### src/rtl/cplx_delay_line.sv
// rtl/cplx_delay_line.sv - complex re/im/valid delay line, circular buffer, D enabled cycles
// Optional macro CPLX_DLY_ZERO_FILL_EN zeroes o_re/o_im until primed.
module cplx_delay_line #(
    parameter int W = 16,
    parameter int D = 4
) (
    input  logic         clk,
    input  logic         rst_n,
    input  logic         w_en,
    input  logic [W-1:0] i_re,
    input  logic [W-1:0] i_im,
    input  logic         i_vld,
    output logic [W-1:0] o_re,
    output logic [W-1:0] o_im,
    output logic         o_vld,
    output logic         primed
);

    localparam int AW  = (D > 1) ? $clog2(D) : 1;
    localparam int FCW = $clog2(D + 1);

    logic [W-1:0]   re_mem [D];
    logic [W-1:0]   im_mem [D];
    logic [D-1:0]   vld_q;
    logic [AW-1:0]  wp;
    logic [FCW-1:0] fc;
    logic           primed_q;
    logic           wr;
    logic [W-1:0]   rd_re;
    logic [W-1:0]   rd_im;

    assign wr = rst_n & w_en;

    // Data storage carries no reset so it can map onto distributed/block RAM.
    always_ff @(posedge clk) begin
        if (wr) begin
            re_mem[wp] <= i_re;
            im_mem[wp] <= i_im;
        end
    end

    always_ff @(posedge clk) begin
        if (!rst_n) begin
            wp       <= '0;
            fc       <= '0;
            vld_q    <= '0;
            primed_q <= 1'b0;
        end else if (w_en) begin
            vld_q[wp] <= i_vld;
            wp        <= (wp == AW'(D - 1)) ? '0 : wp + 1'b1;
            if (fc != FCW'(D))
                fc <= fc + 1'b1;
            if (fc == FCW'(D - 1))
                primed_q <= 1'b1;
        end
    end

    // Entry wp is the oldest sample; it is overwritten at the next enabled edge.
    assign rd_re = re_mem[wp];
    assign rd_im = im_mem[wp];

`ifdef CPLX_DLY_ZERO_FILL_EN
    assign o_re = primed_q ? rd_re : '0;
    assign o_im = primed_q ? rd_im : '0;
`else
    assign o_re = rd_re;
    assign o_im = rd_im;
`endif

    assign o_vld  = vld_q[wp] & primed_q;
    assign primed = primed_q;

endmodule

### config.mk
export PLATFORM = sky130hd
export DESIGN_NAME = cplx_delay_line
export DESIGN_NICKNAME = d
export VERILOG_FILES = /design/src/rtl/cplx_delay_line.sv
export SDC_FILE = /design/constraint.sdc
export NUM_CORES = 1
export LEC_CHECK = 0
export BUFFER_PORTS_ARGS = -buffer_cell sky130_fd_sc_hd__buf_4
export CAP_MARGIN = 20
export CORE_ASPECT_RATIO = 2
export CORE_MARGIN = 2
export CORE_UTILIZATION = 50
export DETAILED_ROUTE_END_ITERATION = 10
export PLACE_DENSITY = 0.71
export REMOVE_ABC_BUFFERS = 1
export SETUP_SLACK_MARGIN = 0.02
export SLEW_MARGIN = 20
export SYNTH_ARGS = -nofsm -noshare
export SYNTH_HDL_FRONTEND = slang
export SYNTH_SLANG_ARGS = --single-unit
export TNS_END_PERCENT = 20
### constraint.sdc
create_clock -name clk -period 2.47 [get_ports clk]
set_input_delay 0.3705 -clock clk [delete_from_list [all_inputs] [get_ports clk]]
set_output_delay 0.3705 -clock clk [all_outputs]
set_load 0.02 [all_outputs]
# Yosys cells after proc, flatten, opt, wreduce, memory -nomap -nowiden
# Memory sizes are Yosys's and may differ from the RTL's. A register that Yosys moved wholly into a read port is not among the register bits.
# Cells that the tools add are included.
# Widths: inputs -> output; s select.
# totals
ram_bits	128
ff_bits	10
mem_count	2
in_bits	36
# mem_list
name	depth	word_bits	rd	rd_ports_with_merged_regs	write_ports	line	text
im_mem	4	16	1	1	1	23	logic [W-1:0] im_mem [D];
re_mem	4	16	1	1	1	22	logic [W-1:0] re_mem [D];
# classes
bitwise_logic	2
eq_ne	3
addsub	2
n_lt_le_gt_ge	2
n_mux	12
reduce_logical	3
# ops
cell	n
$mux 2	5
$bwmux 4	1
$mux 1	4
$reduce_and 2->1	2
$add 3x1->3 const B	1
$eq 3x2->1 const B	1
$lt 2x3->1 const B	1
$ne 3x3->1 const B	1
$add 2x1->2 const B	1
$and 1x1->1	2
$bmux 1 s2	1
$demux 1 s2	1
$eq 2x2->1 const B	1
$ge 2x1->1 const B	1
$logic_and 1x1->1	1

# Depth between registers and ports, before layout
# logic_depth
word_depth	5
mapped_depth	5
ltp_nobuf	5

# Worst setup path after synthesis
# No wires, ideal clock.
# synth_path
path_kind	input to register
from	input port w_en
to	memory im_mem[0][0], enable pin
n_path_buf	2
path_slack_ns	0.526
cell_stages	3
arrival_ns	1.552
cell_sequence	buf_2 -> buf_2 -> and3_1
# synth_via
elab_chain_len	3
# synth_rtl
element	line	text
from (decl)	9	input logic w_en,
$and 1x1->1	32	assign wr = rst_n & w_en;
$mux 1	36	if (wr) begin
$mux 1 (implied by the code)	38	im_mem[wp] <= i_im;
to (decl)	23	
# No other way between the ends.

==> impl_metrics.json <==
{
  "vias": 2481,
  "place.gp.congestion": 0.730,
  "syn_area_sq_um": 5260,
  "num_rows": 53,
  "yosys.area.top_type": "edfxtp_1",
  "final_cell_mix": "edfxtp_1 (128), buf_4 (80), mux4_2 (31), clkbuf_16 (17), dfxtp_1 (10)",
  "swShare_pct": 21.3,
  "hold_viol_final": 0,
  "final_max_slew_viol_count": 0,
  "postRouteWirelength_um": 8820,
  "cts_max_level": 4,
  "cts.repair.resized": 0,
  "path_class": "flip-flop to output pin",
  "hp-start": "i_re[3]",
  "rr_startpoint": "wp[0]",
  "grt_setup_unrepaired": "false",
  "path_common_cell": "buf_4",
  "cp_top_family": "multiplexers",
  "ant_nets": 0,
  "synth.area.top_cells": "edfxtp_1 (73%), mux4_2 (13%), dfxtp_1 (4.6%)",
  "overflow": 0,
  "first_global_vias": 2687,
  "drtIter0Drc": 172,
  "drive_gt1_share_pct": 43.6,
  "firstDrtPassIters": 4,
  "avgViaCountPerCell": 5.26,
  "avgSynthCellArea_sq_um": 22.6,
  "max_stage_delay_ns": 0.63,
  "ys_ff_latch": 140,
  "cap_violations": 0,
  "finalSetupViolCount": 0,
  "finalCritPeriodShare_pct": 89.4,
  "die_w_um": 76.5,
  "cts.sinks": 140,
  "clock_latency_ns": 0.41,
  "synth_flop_cell": "edfxtp_1",
  "final_common_cell": "edfxtp_1",
  "status": "completed",
  "synth.distinct_cells": 23,
  "worst_pin_slew_ns": 0.490,
  "utilization_pct": 62.2,
  "dp_hpwl_um": 5580,
  "clk_path_buf_depth": 2,
  "track_usage_pct": 16.9,
  "core_area_sq_um": 10400,
  "clkPwrFrac_pct": 41.7,
  "p_switching_mw": 1.14,
  "crit_buf_inv": 2,
  "setup_tns_ns": 0,
  "grt_pass1_wl_um": 13900,
  "crit_arrival_ns": 1.84,
  "power-per-cell-area_nw_per_um2": 829,
  "hold_buffers": 0,
  "port_buffers": 69,
  "nets": 365,
  "cp-end-kind": "output pin",
  "wire_per_inst_um": 18.7,
  "grt_start_max_net_pins": 33,
  "ir_worst_vdd_uv": 467,
  "drc_errors": 0,
  "p_comb_share_pct": 8.4,
  "synthArstFlopShare_pct": 0,
  "critPathRequiredTime_ns": 2.10,
  "clk_pin_slew_ns": 0.05,
  "synth_edf_count": 128,
  "synth_top_area_share_pct": 73.1,
  "area_growth_pct": 23.0,
  "die_h_um": 149,
  "grt_antenna_before_repair": 0,
  "post-cts-setup-buffers": 0,
  "cpMaxStageDelayCell": "mux4_1",
  "crit_chain": "buf_4 > mux4_1 > buf_4",
  "timing.fmax_mhz": 453,
  "design.die.area_sq_um": 11400,
  "insertedDiodeCount": 0,
  "relSlewSlack_pct": 67.3,
  "fin_skew_ns": 0.00659,
  "worstSetupStartpointType": "flip-flop",
  "critPathMaxFanout": 15,
  "clock-root-buffer": "clkbuf_16",
  "synth_warnings": 0,
  "power_frac_seq_pct": 49.9,
  "hold_path.class": "input pin to flip-flop",
  "syn_inst": 233,
  "numCtsBuffers": 17,
  "period_needed_ns": 2.21,
  "ys_seq_area_share_pct": 77.6,
  "cts_tree": "yes",
  "start_util_pct": 50.5,
  "p_int_mw": 4.23,
  "ioPinCount": 70,
  "leakage_nw": 2.23
}
[worst register-to-register path, stage by stage (launching register included)]
cell and delay, ns:
dfxtp_1 0.47, ha_1 0.25, and3_2 0.48, buf_4 0.30
[through the flow]
step / instances / worst slack, ns / hold WS (ns) / total power, mW / cell area (sq um)
2_1_floorplan: 223 / -0.140 / 0.440 / 2.97 / 5160
3_3_place_gp: 440 / 0.662 / 0.447 / 3.18 / 5940
3_5_place_dp: 440 / 0.649 / 0.464 / 3.19 / 5940
4_1_cts: 472 / 0.203 / 0.137 / 5.43 / 6470
5_1_grt: 472 / 0.188 / 0.139 / 5.54 / 6470
6_report: 472 / 0.261 / 0.158 / 5.37 / 6470
[worst paths after layout]
kind	end	slack, ns	cells after the start
worst max register to register	re_mem[1][7]	0.66	3
worst max-delay path	o_re[15]	0.26	3
worst min register to register	vld_q[3]	0.47	2
worst min-delay path	re_mem[1][3]	0.16	1
[cell usage after synthesis, types with 2 or more instances]
master and instances:
edfxtp_1 128, mux4_2 31, dfxtp_1 12, nand2_1 9, ha_1 7, inv_1 6
a21boi_0 5, buf_2 5, nand3_1 5, and3_1 4, buf_12 3, nor2b_1 3
a21oi_1 2, and2_1 2, mux4_1 2, o21ai_0 2
[logic make-up after synthesis]
group	after synthesis	synth area share, %
mux	34	14.5
compound gates	10	1.31
flops	140	77.6
buf+inv	16	2.33
xor+xnor	1	0.166
simple gates	25	2.45
fa+ha+maj	7	1.66
[flip-flops by register name (all words and copies together), names as in the netlist, named ones only]
signal / cells
im_mem: 64
fc: 3
vld_q: 4
wp: 2
primed: 1
re_mem: 64
[layout make-up]
type	instances	area, sq um
fill	756	3940
clock inverter	15	108
tap	137	171
timing repair buffer	80	601
clock buffer	17	425
inverter	6	22.5
multi-input combinational	77	1060
sequential	140	4090
[power by group through the flow]
stage | sequential (mW) | clock, mW | combinational (mW)
global route | 2.69 | 2.38 | 0.483
finish | 2.68 | 2.24 | 0.451
floorplan | 2.74 | 0 | 0.228
detailed placement | 2.73 | 0 | 0.458
global placement | 2.73 | 0 | 0.449
CTS | 2.68 | 2.29 | 0.459
[layer usage]
metal	track usage (%)	up-vias	routed length, um
li1	-	1128	-
met1	17.4	1272	3310
met2	30.3	61	4880
met3	5.93	20	400
met4	8.36	0	228
met5	0	-	0
Note: power is estimated with default switching activity, not from simulation.
